**config.mk**
```make
export PLATFORM = sky130hd
export DESIGN_NAME = led_pulser_mc
export DESIGN_NICKNAME = d
export VERILOG_FILES = /design/src/rtl/led_pulser_mc.sv
export SDC_FILE = /design/constraint.sdc
export NUM_CORES = 1
export LEC_CHECK = 0
export CELL_PAD_IN_SITES_DETAIL_PLACEMENT = 0
export CELL_PAD_IN_SITES_GLOBAL_PLACEMENT = 1
export CORE_MARGIN = 4
export CORE_UTILIZATION = 29
export CTS_BUF_LIST = sky130_fd_sc_hd__clkbuf_16
export CTS_CLUSTER_SIZE = 25
export DETAILED_ROUTE_END_ITERATION = 10
export PLACE_DENSITY = 0.54
export SYNTH_ARGS = -nofsm -noshare
export SYNTH_HDL_FRONTEND = slang
export SYNTH_SLANG_ARGS = --single-unit
```
**constraint.sdc**
```tcl
create_clock -name clk -period 2.99 [get_ports clk]
set_input_delay 0.4485 -clock clk [delete_from_list [all_inputs] [get_ports clk]]
set_output_delay 0.4485 -clock clk [all_outputs]
set_load 0.01 [all_outputs]
```
**src/rtl/led_pulser_mc.sv**
```systemverilog
// led_pulser_mc: multi-channel active-low LED pulse/dim engine with period-aligned config apply
//   clk, reset          : system clock, synchronous active-high reset
//   ch_gate             : per-channel enable, 0 forces that LED off
//   cfg_valid/cfg_ready : config write handshake (cfg_ready is combinational)
//   cfg_ch/mode/duty    : target channel, mode (off/solid/pulse/breathe), brightness
//   led_n               : registered active-low LED drive
//   tick, period_start  : base tick strobe and period-wrap strobe
module led_pulser_mc #(
   parameter int CHANNELS     = 2,
   parameter int PRESCALE     = 240,
   parameter int PERIOD_TICKS = 100000,
   parameter int ON_TICKS     = 15000,
   parameter int PWM_BITS     = 7
) (
   input  logic                clk,
   input  logic                reset,
   input  logic [CHANNELS-1:0] ch_gate,
   input  logic                cfg_valid,
   output logic                cfg_ready,
   input  logic [2:0]          cfg_ch,
   input  logic [1:0]          cfg_mode,
   input  logic [PWM_BITS-1:0] cfg_duty,
   output logic [CHANNELS-1:0] led_n,
   output logic                tick,
   output logic                period_start
);
   localparam int PRE_W = $clog2(PRESCALE);
   localparam int PER_W = $clog2(PERIOD_TICKS);
   localparam logic [1:0] M_SOLID   = 2'b01;
   localparam logic [1:0] M_PULSE   = 2'b10;
   localparam logic [1:0] M_BREATHE = 2'b11;

   logic [PRE_W-1:0]                   pre_cnt_q, pre_cnt_d;
   logic [PER_W-1:0]                   period_cnt_q, period_cnt_d;
   logic [PWM_BITS-1:0]                pwm_cnt_q, pwm_cnt_d;
   logic                               tick_q, tick_d;
   logic [CHANNELS-1:0][1:0]           act_mode_q, act_mode_d, sh_mode_q, sh_mode_d;
   logic [CHANNELS-1:0][PWM_BITS-1:0]  act_duty_q, act_duty_d, sh_duty_q, sh_duty_d;
   logic [CHANNELS-1:0][PWM_BITS-1:0]  level_q, level_d;
   logic [CHANNELS-1:0]                dir_up_q, dir_up_d;
   logic [CHANNELS-1:0]                pending_q, pending_d;
   logic [CHANNELS-1:0]                led_n_q, led_n_d;
   logic [CHANNELS-1:0]                apply_v, wr_v, lit_v, up_hit_v;
   logic [7:0]                         pend_ext;
   logic                               pre_last, per_last, pwm_wrap, in_window, ch_ok, cfg_take;

   always_comb begin
      pre_last     = pre_cnt_q == PRE_W'(PRESCALE - 1);
      per_last     = period_cnt_q == PER_W'(PERIOD_TICKS - 1);
      pre_cnt_d    = pre_last ? '0 : pre_cnt_q + 1'b1;
      tick_d       = pre_last;
      period_start = tick_q & per_last;
      period_cnt_d = !tick_q ? period_cnt_q : (per_last ? '0 : period_cnt_q + 1'b1);
      pwm_cnt_d    = pwm_cnt_q + PWM_BITS'(tick_q);
      pwm_wrap     = tick_q & (&pwm_cnt_q);
      in_window    = period_cnt_q >= PER_W'(PERIOD_TICKS - ON_TICKS);
      // widen pending so any 3-bit channel index is a legal select
      pend_ext     = 8'(pending_q);
      ch_ok        = 32'(cfg_ch) < CHANNELS;
      cfg_ready    = !ch_ok | !pend_ext[cfg_ch];
      cfg_take     = cfg_valid & cfg_ready & ch_ok;
      apply_v      = {CHANNELS{period_start}} & pending_q;
      wr_v         = '0;
      lit_v        = '0;
      up_hit_v     = '0;
      act_mode_d   = act_mode_q;
      act_duty_d   = act_duty_q;
      sh_mode_d    = sh_mode_q;
      sh_duty_d    = sh_duty_q;
      pending_d    = pending_q;
      level_d      = level_q;
      dir_up_d     = dir_up_q;
      led_n_d      = led_n_q;
      for (int i = 0; i < CHANNELS; i++) begin
         wr_v[i]       = cfg_take & (cfg_ch == 3'(i));
         sh_mode_d[i]  = wr_v[i] ? cfg_mode : sh_mode_q[i];
         sh_duty_d[i]  = wr_v[i] ? cfg_duty : sh_duty_q[i];
         // a write can only land on a non-pending channel, so it never collides with apply
         pending_d[i]  = wr_v[i] | (pending_q[i] & !apply_v[i]);
         act_mode_d[i] = apply_v[i] ? sh_mode_q[i] : act_mode_q[i];
         act_duty_d[i] = apply_v[i] ? sh_duty_q[i] : act_duty_q[i];
         // rising edge reaches (or already sits at) duty: turn around on this wrap
         up_hit_v[i]   = ({1'b0, level_q[i]} + 1'b1) >= {1'b0, act_duty_q[i]};
         level_d[i]    = apply_v[i] ? '0 :
                         !pwm_wrap ? level_q[i] :
                         dir_up_q[i] ? (level_q[i] < act_duty_q[i] ? level_q[i] + 1'b1 : level_q[i]) :
                         (level_q[i] != '0 ? level_q[i] - 1'b1 : level_q[i]);
         dir_up_d[i]   = apply_v[i] ? 1'b1 :
                         !pwm_wrap ? dir_up_q[i] :
                         dir_up_q[i] ? !up_hit_v[i] : (level_q[i] <= PWM_BITS'(1));
         lit_v[i]      = (act_mode_q[i] == M_SOLID & pwm_cnt_q < act_duty_q[i]) |
                         (act_mode_q[i] == M_PULSE & pwm_cnt_q < act_duty_q[i] & in_window) |
                         (act_mode_q[i] == M_BREATHE & pwm_cnt_q < level_q[i]);
         led_n_d[i]    = !(ch_gate[i] & lit_v[i]);
      end
   end

   always_ff @(posedge clk) begin
      if (reset) begin
         pre_cnt_q    <= '0;
         period_cnt_q <= '0;
         pwm_cnt_q    <= '0;
         tick_q       <= 1'b0;
         act_mode_q   <= '0;
         act_duty_q   <= '0;
         sh_mode_q    <= '0;
         sh_duty_q    <= '0;
         pending_q    <= '0;
         level_q      <= '0;
         dir_up_q     <= '1;
         led_n_q      <= '1;
      end else begin
         pre_cnt_q    <= pre_cnt_d;
         period_cnt_q <= period_cnt_d;
         pwm_cnt_q    <= pwm_cnt_d;
         tick_q       <= tick_d;
         act_mode_q   <= act_mode_d;
         act_duty_q   <= act_duty_d;
         sh_mode_q    <= sh_mode_d;
         sh_duty_q    <= sh_duty_d;
         pending_q    <= pending_d;
         level_q      <= level_d;
         dir_up_q     <= dir_up_d;
         led_n_q      <= led_n_d;
      end
   end

   assign led_n = led_n_q;
   assign tick  = tick_q;
endmodule

```
==> After elaboration in Yosys (flattened, before gate mapping) <==
Index checks and enable logic that the tools add are counted.
{ "word_totals": {"reg_bits": 89, "in_bits": 17, "out_inout_bits": 5} }
{ "classes": {"add_sub_neg": 9, "magnitude_cmp": 13, "n_eq_ne": 11, "mux": 11, "bitwise_logic": 26, "n_reduce_logical": 19} }
{ "op_table": {"columns": ["operator", "n"], "rows": [
  ["< comparator 7 bit", 6],
  ["two-way mux 7 bit", 6],
  ["AND 1 bit", 18],
  ["adder 17 x 1 -> 17 bit (second input constant)", 1],
  ["equality test 17 bit (second input constant)", 1],
  [">= comparator 17 bit (second input constant)", 1],
  ["two-way mux 17 bit", 1],
  ["adder 7 x 1 -> 8 bit (second input constant)", 2],
  [">= comparator 8 x 7 -> 1 bit", 2],
  ["adder 7 x 1 -> 7 bit (second input constant)", 2],
  ["less-or-equal comparator 7 x 1 -> 1 bit (second input constant)", 2],
  ["nonzero test 7 bit", 2],
  ["subtractor 7 x 1 -> 7 bit (second input constant)", 2],
  ["adder 8 x 1 -> 8 bit (second input constant)", 1],
  ["equality test 2 bit (second input constant)", 4],
  ["equality test 8 bit (second input constant)", 1],
  ["logical NOT 1 bit", 8],
  ["adder 7 x 1 -> 7 bit", 1],
  ["OR 1 bit", 7],
  ["AND reduction 7 bit", 1],
  ["AND reduction 3 bit", 2],
  ["OR reduction 2 bit", 3],
  ["equality test 2 x 1 -> 1 bit (second input constant)", 2],
  ["< comparator 3 x 4 -> 1 bit (second input constant)", 1],
  ["other kinds (8)", 12]
]} }

==> Logic depth before layout (Yosys ltp) <==
{ "depth": {"depth_word": 8, "ltp_mapped": 10, "depth_no_buf": 9} }

==> Worst setup path after synthesis <==
No wires, ideal clock.
{ "synth_timing": {"kind": "flip-flop to flip-flop", "start": "register level_q[0] in the netlist's numbering", "end": "register dir_up_q[0]", "setup_ns": 0.127, "arrival_ns": 2.061, "required_ns": 2.863, "setup_slack_ns": 0.802, "stages_incl_launch_ff": 10, "n_path_buf": 0, "period_less_slack_ns": 2.188, "path_cell_list": "dfxtp_1 > ha_1 > nand3_1 > nor3_1 > xnor2_1 > ha_1 > o2111ai_1 > a21oi_1 > a2111oi_0 > or3_1"} }
{ "synth_between": {"elab_chain_len": 4, "word_cells_on_any_way": 5} }
{ "synth_lines": {"columns": ["item", "line", "source"], "rows": [
  ["from (decl)", "39", "logic [CHANNELS-1:0][PWM_BITS-1:0] level_q, level_d;"],
  ["from (signal assigned)", "122", "level_q <= level_d;"],
  ["adder 7 x 1 -> 8 bit", "83", "up_hit_v[i] = ({1'b0, level_q[i]} + 1'b1) >= {1'b0, act_duty_q[i]};"],
  [">= comparator 8 x 7 -> 1 bit", "83", null],
  ["logical NOT 1 bit", "90", "dir_up_q[i] ? !up_hit_v[i] : (level_q[i] <= PWM_BITS'(1));"],
  ["two-way mux 1 bit (*)", "90", null],
  ["to (signal assigned)", "123", "dir_up_q <= dir_up_d;"],
  ["to (decl)", "40", "logic [CHANNELS-1:0] dir_up_q, dir_up_d;"]
]} }
Mark *: on every way between the ends. The rest lies on a longest branch, timed or not.
A chain may end at the register's enable or synchronous reset.

==> Final worst setup path <==
{ "layout_timing": {"start": "register period_cnt_q[5]", "end": "output period_start"} }
{ "layout_between": {"elab_chain_len": 2} }
{ "layout_lines": {"columns": ["item", "line", "source"], "rows": [
  ["from (decl)", "34", "logic [PER_W-1:0] period_cnt_q, period_cnt_d;"],
  ["from (signal assigned)", "114", "period_cnt_q <= period_cnt_d;"],
  ["equality test 17 bit", "49", "per_last = period_cnt_q == PER_W'(PERIOD_TICKS - 1);"],
  ["AND 1 bit", "52", "period_start = tick_q & per_last;"],
  ["to (decl)", "25", "output logic period_start"]
]} }
No other way between the ends.

==> flow_summary_export.csv <==
group,metric,value,unit
clock_tree,htreeDepth,3,
grt,grt_max_degree,33,
floorplanning,core,18200,um2
floorplanning,die_area,21000,um2
synthesis,syn-num-nets,704,
grt,grt_pass1_vias,4381,
clock_tree,post_cts_buffers,0,
finish,n_fill_cell,1869,
grt,antenna_found_initial,0,
timing,min_period_over_period,0.921,
synthesis,synth_edf_count,0,
status,outcome,"completed",
clock_tree,clk_path_buf_depth,2,
clock_tree,clk_pin_slew,0.07,ns
drt,dr.pass1.iters,7,
finish,nets,717,
grt,groute.usage.overall,0.144,
clock_tree,hold_buffers,0,
drt,totalWireLength,14100,um
timing,finalClockSkew,0.00790,ns
clock_tree,insertion_delay,0.35,ns
placed_design,numPlacedInstances,853,
timing,maxSlewViolCount,0,
clock_tree,cts_resized,0,
synthesis,synth_top_area_share,0.328,
worst_setup_path,cp_max_fo,6,
worst_setup_path,endpoint_kind,"output port",
synthesis,ys_types,52,
drt,ant_nets,0,
finish,multi_input_area,3390,um2
synthesis,synth_area,5430,um2
hold_path,hold_path.class,"reg2reg",
finish,drive_gt1_frac,0.0563,
grt,grt_pass1_wl,23800,um
clock_tree,cts_tree,"yes",
worst_setup_path,cp_data_arrival_time,2.31,ns
placed_design,port_buffers,21,
worst_setup_path,criticalPathCategory,"reg2out",
synthesis,synth_top_area_cell,"dfxtp_1",
synthesis,ys_warn_count,0,
clock_tree,numCtsBuffers,9,
drt,drt_first_iter_violations,197,
synthesis,postSynth.asyncResetShare,0,
synthesis,netlist_instances,622,
synthesis,synth_seq_cells,89,
timing,rsz0062_at_grt,"false",
finish,seqCellArea,1780,um2
worst_setup_path,critPathBufInv,2,
timing,relSlewSlack,0.459,
worst_setup_path,path_cells,"nor4_2 > nand2_1 > or3_1 > inv_1 > clkdlybuf4s50_1",
timing,tightestPinTransition,0.804,ns
drt,vias,4399,
worst_setup_path,required,2.54,ns
worst_setup_path,slowest_delay,0.53,ns
finish,layoutNonFillerInstCount,869,
finish,syn2layout_area_growth,13.1,%
drt,vias_per_cell,5.06,
clock_tree,cts_root_buf,"clkbuf_16",
timing,period_needed,2.75,ns
flow_run,maxCapViolCount,0,
placed_design,place_hpwl,10400,um
finish,mostFrequentLayoutCells,"dfxtp_1 (89), nor2_1 (80), ha_1 (65)",
floorplanning,ios,22,
power,p_leak,2.37,nW
power,power-per-cell-area,388,nW/um2
worst_setup_path,slowest_stage,"clkdlybuf4s50_1",
power,peakVddDrop,0.000282,V
synthesis,ys.flop_type,"dfxtp_1",
floorplanning,dieHeight,145,um
synthesis,synth_area_per_cell,8.73,um2
worst_setup_path,path_delay_family,"simple AND/OR/NAND/NOR gates",
timing,finalSetupViolations,0,
floorplanning,num_rows,49,
placed_design,gp_congestion,0.811,
timing,setup_tns,0,ns
worst_setup_path,crit_path_start_kind,"flop",
drt,drc_errors,0,
synthesis,synth_area_leaders,"dfxtp_1 (33%), ha_1 (15%), mux2i_1 (7.2%)",
floorplanning,die_w,145,um
floorplanning,floorplan.initialDensity,0.298,
timing,fmax,363,MHz
timing,whs,0.464,ns
grt,grt_remaining_overflow,0,
synthesis,yosysSeqAreaShare,0.328,
drt,avgRoutedWirePerCell,16.2,um
worst_setup_path,worst-r2r-setup-slack,0.40,ns
power,fin_total_pwr,2.38,mW
finish,antenna_cells,0,
finish,final_common_cell,"dfxtp_1",
timing,hold_viol,0,
clock_tree,clock-sinks,89,
-- power by group --
group          total, mW  switching (mW)  internal (mW)
clock               1.11           0.530          0.575
sequential          1.20         0.00694           1.19
combinational     0.0763          0.0412         0.0351
total               2.38           0.578           1.80
-- area by class of cell --
class                      count  share of cell area
sequential                    89               0.290
clock inverter                 7             0.00876
timing repair buffer          31              0.0456
inverter                      32              0.0196
multi-input combinational    472               0.553
clock buffer                   9              0.0367
tap                          229              0.0466
-- final timing paths --
check / from / to / cells past startpoint
setup reg to reg: level_q[0]$_SDFFE_PP0P_ / dir_up_q[0]$_SDFFE_PP1P_ / 9
hold / removal: pre_cnt_q[0]$_SDFF_PP0_ / pre_cnt_q[0]$_SDFF_PP0_ / 1
setup / recovery: period_cnt_q[5]$_SDFFE_PP0P_ / period_start / 5
hold reg to reg: pre_cnt_q[0]$_SDFF_PP0_ / pre_cnt_q[0]$_SDFF_PP0_ / 1
-- cells by family (layout without fill, tap and decap cells) --
kind of cell | Yosys count | count (layout) | share of synthesized area
flip-flops | 89 | 89 | 0.328
buffers and inverters | 61 | 79 | 0.0479
XOR/XNOR | 37 | 37 | 0.0597
AO/OA/AOI/OAI | 115 | 115 | 0.137
adder cells (fa/ha/maj) | 65 | 65 | 0.150
AND/OR/NAND/NOR | 215 | 215 | 0.203
multiplexers | 40 | 40 | 0.0740
-- state kept, by name, indices dropped and copies added (netlist names) --
register / cells
dir_up_q: 2
act_mode_q: 4
period_cnt_q: 17
sh_duty_q: 14
pending_q: 2
led_n: 2
sh_mode_q: 4
tick: 1
act_duty_q: 14
pwm_cnt_q: 7
pre_cnt_q: 8
level_q: 14
-- synth_stat cells (3+ instances only) --
master,number
ha_1,65
or4_1,10
o2bb2ai_1,3
a21bo_2,3
a31oi_1,7
and3_1,7
o21ai_0,21
nand3_1,28
o2111ai_1,4
nor3_1,12
and4_1,3
a211oi_1,5
buf_2,13
a22oi_1,5
nand4_1,7
nand2_1,20
xnor2_1,20
nand4b_1,3
mux2i_1,39
or3_1,7
o31ai_1,8
clkbuf_1,13
nor4_1,7
nor2b_1,5
inv_1,32
nor2_1,80
a21boi_0,4
a21o_1,7
a21oi_1,33
nand2b_1,12
or2_2,3
o211ai_1,4
dfxtp_1,89
xor2_1,17
-- metal layers --
layer / wire, um / track usage / vias up / part of all wire
li1: - / - / 2244 / -
met1: 7260 / 0.209 / 2075 / 0.52
met2: 6140 / 0.221 / 72 / 0.44
met3: 514 / 0.0319 / 8 / 0.037
met4: 137 / 0.0270 / 0 / 0.0097
met5: 0 / 0 / - / 0
-- stage by stage --
| stage | cell area [um2] | util | worst slack [ns] |
|---|---|---|---|
| 3_3_place_gp | 5860 | 0.322 | 0.494 |
| 3_5_place_dp | 5860 | 0.322 | 0.453 |
| 4_1_cts | 6140 | 0.337 | 0.100 |
| 5_1_grt | 6140 | 0.337 | 0.0831 |
| 6_report | 6140 | 0.337 | 0.236 |
| 2_1_floorplan | 5430 | - | 0.802 |
No activity file was read; power rests on OpenSTA's default activity.
